--- config.mk ---
export PLATFORM = sky130hd
export DESIGN_NAME = systolic_feeder_flat
export DESIGN_NICKNAME = d
export VERILOG_FILES = /design/src/rtl/npu_pkg.sv /design/src/rtl/systolic_feeder_if.sv /design/src/rtl/systolic_feeder_skew_lane.sv /design/src/rtl/systolic_feeder.sv /design/src/flat_wrapper.sv
export SDC_FILE = /design/constraint.sdc
export NUM_CORES = 1
export LEC_CHECK = 0
export ABC_AREA = 1
export CORE_MARGIN = 1.5
export CORE_UTILIZATION = 45
export CTS_BUF_LIST = sky130_fd_sc_hd__clkbuf_16
export DETAILED_ROUTE_END_ITERATION = 8
export PLACE_DENSITY = 0.78
export SYNTH_ARGS = -nofsm -noshare
export SYNTH_HDL_FRONTEND = slang
export SYNTH_SLANG_ARGS = --single-unit
--- constraint.sdc ---
create_clock -name clk -period 1.97 [get_ports clk]
set_input_delay 0.394 -clock clk [delete_from_list [all_inputs] [get_ports clk]]
set_output_delay 0.394 -clock clk [all_outputs]
set_load 0.05 [all_outputs]
--- src/rtl/npu_pkg.sv ---
// rtl/npu_pkg.sv - shared operand types, feeder states and width helpers for the NPU datapath
package npu_pkg;

  localparam int DATA_W = 8;
  localparam int ACC_W  = 16;

  typedef logic [DATA_W-1:0] operand_t;
  typedef logic [ACC_W-1:0]  acc_t;

  typedef enum logic [1:0] {
    LOAD,
    STREAM,
    DRAIN
  } feed_state_e;

  // Counter width able to hold 0..max_val, never narrower than one bit.
  function automatic int cnt_w(input int max_val);
    return (max_val > 0) ? $clog2(max_val + 1) : 1;
  endfunction

endpackage

--- src/rtl/systolic_feeder_if.sv ---
// rtl/systolic_feeder_if.sv - operand beat handshake plus the skewed row/column lanes into the array
interface systolic_feeder_if #(
  parameter int N = 2
);

  logic                      in_valid;
  logic                      in_ready;
  npu_pkg::operand_t [N-1:0] in_a_col;
  npu_pkg::operand_t [N-1:0] in_b_row;
  npu_pkg::operand_t [N-1:0] A_out;
  npu_pkg::operand_t [N-1:0] B_out;
  logic                      streaming;
  logic                      done;

  modport feeder (
    input  in_valid,
    input  in_a_col,
    input  in_b_row,
    output in_ready,
    output A_out,
    output B_out,
    output streaming,
    output done
  );

  modport host (
    output in_valid,
    output in_a_col,
    output in_b_row,
    input  in_ready,
    input  A_out,
    input  B_out,
    input  streaming,
    input  done
  );

endinterface

--- src/rtl/systolic_feeder_skew_lane.sv ---
// rtl/systolic_feeder_skew_lane.sv - picks one lane's operand for slot t on the skew diagonal, zero elsewhere
module skew_lane
  import npu_pkg::*;
#(
  parameter int N         = 2,
  parameter int T_W       = 2,
  parameter int LANE      = 0,
  parameter bit ROW_MAJOR = 1'b1
) (
  input  operand_t [N-1:0][N-1:0] mem,
  input  logic [T_W-1:0]          t,
  output operand_t                data
);

  // Element k reaches this lane at slot k+LANE; ROW_MAJOR picks mem[lane][k] (A) vs mem[k][lane] (B).
  always_comb begin
    data = '0;
    for (int k = 0; k < N; k++) begin
      if (int'(t) == k + LANE) begin
        data = ROW_MAJOR ? mem[LANE][k] : mem[k][LANE];
      end
    end
  end

endmodule

--- src/rtl/systolic_feeder.sv ---
// rtl/systolic_feeder.sv - buffers one N-beat operand block and replays it diagonally skewed into the array
module systolic_feeder
  import npu_pkg::*;
#(
  parameter int N            = 2,
  parameter int DRAIN_CYCLES = 4
) (
  input logic               clk,
  input logic               rst,
  input logic               flush,
  systolic_feeder_if.feeder bus
);

  localparam int T_W  = $clog2(2 * N);
  localparam int BC_W = cnt_w(N);
  localparam int D_W  = cnt_w(DRAIN_CYCLES);

  localparam logic [T_W-1:0]  T_LAST  = T_W'(2 * N - 2);
  localparam logic [BC_W-1:0] BC_LAST = BC_W'(N - 1);
  localparam logic [D_W-1:0]  D_LAST  = D_W'((DRAIN_CYCLES > 0) ? DRAIN_CYCLES - 1 : 0);

  feed_state_e               state, state_n;
  logic [BC_W-1:0]           beat_cnt, beat_n;
  logic [T_W-1:0]            t, t_n;
  logic [D_W-1:0]            drain_cnt, drain_n;
  logic                      done_n;
  logic                      accept;
  logic                      ready_q, streaming_q, done_q;
  operand_t [N-1:0][N-1:0]   a_mem, a_mem_n;
  operand_t [N-1:0][N-1:0]   b_mem, b_mem_n;
  operand_t [N-1:0]          lane_a, lane_b;
  operand_t [N-1:0]          a_q, b_q;

  assign accept = bus.in_valid & ready_q;

  always_comb begin
    state_n = state;
    beat_n  = beat_cnt;
    t_n     = t;
    drain_n = drain_cnt;
    done_n  = 1'b0;
    a_mem_n = a_mem;
    b_mem_n = b_mem;
    if (flush) begin
      state_n = LOAD;
      beat_n  = '0;
      t_n     = '0;
      drain_n = '0;
    end else begin
      case (state)
        LOAD: begin
          if (accept) begin
            // A is kept row-major (A[i][k]), B as delivered (B[k][j]).
            for (int k = 0; k < N; k++) begin
              if (beat_cnt == BC_W'(k)) begin
                for (int i = 0; i < N; i++) begin
                  a_mem_n[i][k] = bus.in_a_col[i];
                end
                b_mem_n[k] = bus.in_b_row;
              end
            end
            if (beat_cnt == BC_LAST) begin
              state_n = STREAM;
              beat_n  = '0;
              t_n     = '0;
            end else begin
              beat_n = beat_cnt + 1'b1;
            end
          end
        end
        STREAM: begin
          if (t == T_LAST) begin
            t_n     = '0;
            drain_n = '0;
            if (DRAIN_CYCLES == 0) begin
              state_n = LOAD;
              done_n  = 1'b1;
            end else begin
              state_n = DRAIN;
            end
          end else begin
            t_n = t + 1'b1;
          end
        end
        DRAIN: begin
          if (drain_cnt == D_LAST) begin
            state_n = LOAD;
            drain_n = '0;
            done_n  = 1'b1;
          end else begin
            drain_n = drain_cnt + 1'b1;
          end
        end
        default: state_n = LOAD;
      endcase
    end
  end

  // Lanes look at the next-cycle buffer and slot so the registered outputs line up with state.
  for (genvar g = 0; g < N; g++) begin : g_lane
    skew_lane #(.N(N), .T_W(T_W), .LANE(g), .ROW_MAJOR(1'b1)) u_a (
      .mem  (a_mem_n),
      .t    (t_n),
      .data (lane_a[g])
    );
    skew_lane #(.N(N), .T_W(T_W), .LANE(g), .ROW_MAJOR(1'b0)) u_b (
      .mem  (b_mem_n),
      .t    (t_n),
      .data (lane_b[g])
    );
  end

  always_ff @(posedge clk or negedge rst) begin
    if (!rst) begin
      state       <= LOAD;
      beat_cnt    <= '0;
      t           <= '0;
      drain_cnt   <= '0;
      ready_q     <= 1'b1;
      streaming_q <= 1'b0;
      done_q      <= 1'b0;
      a_q         <= '0;
      b_q         <= '0;
    end else begin
      state       <= state_n;
      beat_cnt    <= beat_n;
      t           <= t_n;
      drain_cnt   <= drain_n;
      ready_q     <= (state_n == LOAD);
      streaming_q <= (state_n == STREAM);
      done_q      <= done_n;
      a_q         <= (state_n == STREAM) ? lane_a : '0;
      b_q         <= (state_n == STREAM) ? lane_b : '0;
    end
  end

  // Operand storage carries no reset: contents are only read after a full block is loaded.
  always_ff @(posedge clk) begin
    a_mem <= a_mem_n;
    b_mem <= b_mem_n;
  end

  assign bus.in_ready  = ready_q;
  assign bus.streaming = streaming_q;
  assign bus.done      = done_q;
  assign bus.A_out     = a_q;
  assign bus.B_out     = b_q;

endmodule

--- src/flat_wrapper.sv ---
// flat-port wrapper written by rule: the top's interface ports become plain ports
module systolic_feeder_flat import npu_pkg::*;
#(
  parameter int N            = 2,
  parameter int DRAIN_CYCLES = 4
)
  (clk, rst, flush, bus_in_valid, bus_in_a_col, bus_in_b_row, bus_in_ready, bus_A_out, bus_B_out, bus_streaming, bus_done);
  systolic_feeder_if #(.N(N)) bus_i ();
  input logic clk;
  input logic rst;
  input logic flush;
  input wire logic [$bits(bus_i.in_valid)-1:0] bus_in_valid;
  input wire logic [$bits(bus_i.in_a_col)-1:0] bus_in_a_col;
  input wire logic [$bits(bus_i.in_b_row)-1:0] bus_in_b_row;
  output wire logic [$bits(bus_i.in_ready)-1:0] bus_in_ready;
  output wire logic [$bits(bus_i.A_out)-1:0] bus_A_out;
  output wire logic [$bits(bus_i.B_out)-1:0] bus_B_out;
  output wire logic [$bits(bus_i.streaming)-1:0] bus_streaming;
  output wire logic [$bits(bus_i.done)-1:0] bus_done;
  assign bus_i.in_valid = bus_in_valid;
  assign bus_i.in_a_col = bus_in_a_col;
  assign bus_i.in_b_row = bus_in_b_row;
  assign bus_in_ready = bus_i.in_ready;
  assign bus_A_out = bus_i.A_out;
  assign bus_B_out = bus_i.B_out;
  assign bus_streaming = bus_i.streaming;
  assign bus_done = bus_i.done;
  systolic_feeder #(.N(N), .DRAIN_CYCLES(DRAIN_CYCLES)) u_core (.clk(clk), .rst(rst), .flush(flush), .bus(bus_i));
endmodule
==> results <==
- The flow ran to the end, and the final reports show no timing, DRC or antenna violations.
- The final routed wirelength across all metal layers is 10700 um.
- The type of destination of the critical path is a primary output.
- For this design the static power due to leakage is 3.20 nW.
- The clock net sink count is 108.
- The number of distinct library cells after synthesis is 23.
- The repair_antennas step left the layout with diodes totalling 0.
- The total congestion overflow after global routing is 0.
- The count of nets left with antenna violations once routing finished came out at 0.
- The number of antenna violations at the first check in global routing is 0.
- Counting the buffers created by CTS gives 9.
- The sequential element share of the synthesized area is 51.7%.
- The via count of the routed design is 4068.
- For the worst setup path, the data arrival time is 1.52 ns.
- In this run the tool buffered the top-level ports with 70 buffer cells.
- Prior to clock tree synthesis, the placed netlist has a worst setup slack of -0.121 ns.
- Across the VDD grid, the largest voltage drop is 0.000598 V.
- Measured along the x axis, the die boundary spans 104 um.
- After floorplanning, the core was sized to cover 0.00986 mm2.
- Setup repair after global routing left no endpoint under its margin.
- For this run, the slowest stage of the critical path takes 0.81 ns.
- The upper clock frequency limit is 522 MHz.
- The worst-path cell with the longest stage delay is clkdlybuf4s50_1.
- At the end of routability-driven placement, the weighted congestion stood at 0.783.
- The post-layout utilization of the core is 60.6%.
- For this configuration, the core starts out at a cell density of 46.7%.
- The clock skew is 0.00905 ns.
- The worst setup margin is 0.0536 ns.
- The combinational share of power is 24.9%.
- The final max-slew violation count came to 0.
- Entering global routing, the biggest net connects 32 pins.
- Across the run, the number of max-cap violations was 0.
- Summed over all nets, the half-perimeter wirelength after detailed placement is 7200 um.
- TritonCTS built the clock tree.
- Of the total power, registers draw 45.5%.
- Hold is met by 0.0440 ns.
- Synthesis inferred 108 register bits.
- The switching power total is 0.00193 W.
- The total routing resource utilization after global routing is 20.7%.
- The number of global-route vias before repair came to 4059.
- The cell family contributing the most delay on the critical path is buffers and inverters.
- The switching part of the total is 31.1%.
- The top cell type by area accounts for 27.8% of the synthesized area.
- The type of the worst min-delay path is in -> async.
- Gates resized during post-CTS repair numbered 0.
- Along the worst path, the maximum fanout reaches 1.
- The data required time of the critical path is 1.58 ns.
- The detailed router finished its first iteration with 153 violations.
- Pin placement for this block handled 71 I/O pins.
- The number of nets in the synthesized netlist is 678.
- The nature of the critical path startpoint is a flop.
- The signal on the critical path passes through clkdlybuf4s50_1.
- Cell internal power was estimated by the tool at 0.00428 W.
- The clock share of power is 29.6%.
- By area the synthesized netlist is led by dfxtp_1 (28%), dfrtp_1 (23%), nand2_1 (16%).
- Dividing the detail-routed wire length by the instance count gives 12.3 um.
- The number of failing hold endpoints at the final stage is 0.
- In this run the power density over the cells is 1040 mW/mm2.
- Once placement finished, the instance area stood at 0.00567 mm2.
- The die span in y is 104 um.
- At the later pin of the worst-skew pair, clock insertion delay measures 0.35 ns.
- The row count is 36.
- The per-cell via count in the routed design is 4.68.
- Setup violations remaining at the end of the flow were counted as 0.
- The number of iterations in the first detailed-routing pass is 5.
- The full die area is 0.0109 mm2.
- For this run, the number of Yosys warnings is 0.
- The area growth from synthesis to layout is 29.7%.
- The synthesized instance count is 641.
- The cell chosen for the clock root is clkbuf_16.
- The residual DRC count is 0.
- The netlist area before placement is 0.00461 mm2.
- The post-route netlist has 8.97% of its cells at a drive strength greater than 1.
- The cell area after layout is 0.00597 mm2.
- The setup path with the least slack is of type reg -> out.
- The biggest area contributor in the post-synthesis netlist is dfxtp_1.
- The final critical-path share of the clock period is 97.3%.
- The clock period could shrink to 1.92 ns.
- Counting along the longest clock path gives a buffer depth of 2.
- The final-stage net count is 768.
- The H-tree was split into 3 levels.
- At the pin with the least slew margin, the transition time is 0.585 ns.
- The buffer and inverter count on the worst path is 1.
- Headroom to the max-slew limit came out at 61.0%.
- The mean cell area of the mapped netlist is 7.19 um2.
- The post-CTS repair timing setup buffer count is 0.
- After clock tree synthesis, the clock-pin slew on the worst setup and hold paths is 0.07 ns.
- The hold buffer count at CTS is 0.
- The first-pass GRT wire length is 18300 um.
-- layout make-up --
| type | count | area (um2) |
|---|---|---|
| clock buffers | 9 | 225 |
| clock inverters | 7 | 83.8 |
| fillers | 837 | 3890 |
| inverters | 142 | 533 |
| multi-input cells | 365 | 1550 |
| flip-flops and latches | 108 | 2380 |
| well taps | 133 | 166 |
| repair buffers | 105 | 1030 |
-- placed cells by master (no fill, tap or decap), types with 2 or more instances in the layout --
cell type / instances
nand2_1: 191
inv_1: 139
nor2_1: 70
clkdlybuf4s50_1: 68
dfxtp_1: 64
nand3_1: 53
dfrtp_1: 43
buf_4: 30
o21ai_0: 19
o21ai_1: 17
clkbuf_16: 9
buf_12: 6
inv_2: 4
a21oi_1: 4
nor2_4: 3
inv_6: 3
nor2_2: 2
nand2_2: 2
-- registers in the layout, indices dropped and copies added, names as in the netlist --
signal and cells:
u_core.bus.streaming 1, u_core.a_mem 32, u_core.bus.A_out 16, u_core.t 2, u_core.bus.B_out 16, u_core.state 2
u_core.drain_cnt 3, u_core.b_mem 32, u_core.bus.done 1, u_core.bus.in_ready 1, u_core.beat_cnt 2
-- power by group through the flow --
stage                     clock network (W)  registers [W]  logic [W]
after global routing                0.00196        0.00286    0.00177
final                               0.00184        0.00282    0.00154
after floorplan                           0        0.00293   0.000935
after detailed placement                  0        0.00286    0.00152
after global placement                    0        0.00284    0.00145
after CTS                           0.00186        0.00282    0.00154
-- cell usage after synthesis --
master and count:
clkbuf_1 4, o21ai_1 17, dfxtp_1 64, nor2_4 3
dfstp_2 1, nand2_4 1, nand3_1 53, inv_2 4
o21a_1 1, inv_1 138, nand2_1 191, o21ai_0 19
buf_4 1, buf_6 2, nand2_2 2, ha_1 1
nor2_1 70, a21oi_1 4, dfrtp_1 43, nor2_2 2
buf_2 18, buf_1 1, nor3_4 1
-- metal layers --
metal,wire [um],part of all wire [%],vias to the layer above,track usage [%]
li1,-,-,2059,-
met1,4640,43,1880,25.4
met2,5390,50,115,36.4
met3,530,5.0,14,4.07
met4,144,1.3,0,6.65
met5,0,0,-,0
-- metrics by stage --
stage / std cells / total power [W] / TNS, ns
global placement: 853 / 0.00429 / -0.567
CTS: 869 / 0.00622 / 0
detailed placement: 853 / 0.00438 / -3.00
floorplan: 641 / 0.00387 / 0
finish: 869 / 0.00620 / 0
global route: 869 / 0.00659 / 0
-- kinds of logic (layout without fill, tap and decap cells) --
kind of cell	after synthesis	in the layout	share of synthesized area [%]
compound gates	41	41	4.51
fa+ha+maj	1	1	0.272
buf+inv	168	263	14.6
flops	108	108	51.7
simple gates	323	323	28.9
-- worst paths after layout --
kind                                     startpoint              endpoint  slack [ns]  cells after the start
min in group clk                   u_core.a_mem[30]      u_core.a_mem[30]        0.45                      2
max in group asynchronous                       rst   u_core.bus.in_ready        1.31                      2
worst max-delay path            u_core.bus.A_out[8]          bus_A_out[8]        0.05                      1
worst max register to register  u_core.bus.in_ready  u_core.bus.A_out[12]        0.21                     11
worst min-delay path                            rst  u_core.bus.A_out[15]        0.04                      1
worst min register to register     u_core.a_mem[30]      u_core.a_mem[30]        0.45                      2
Note: power is estimated with default switching activity, not from simulation.
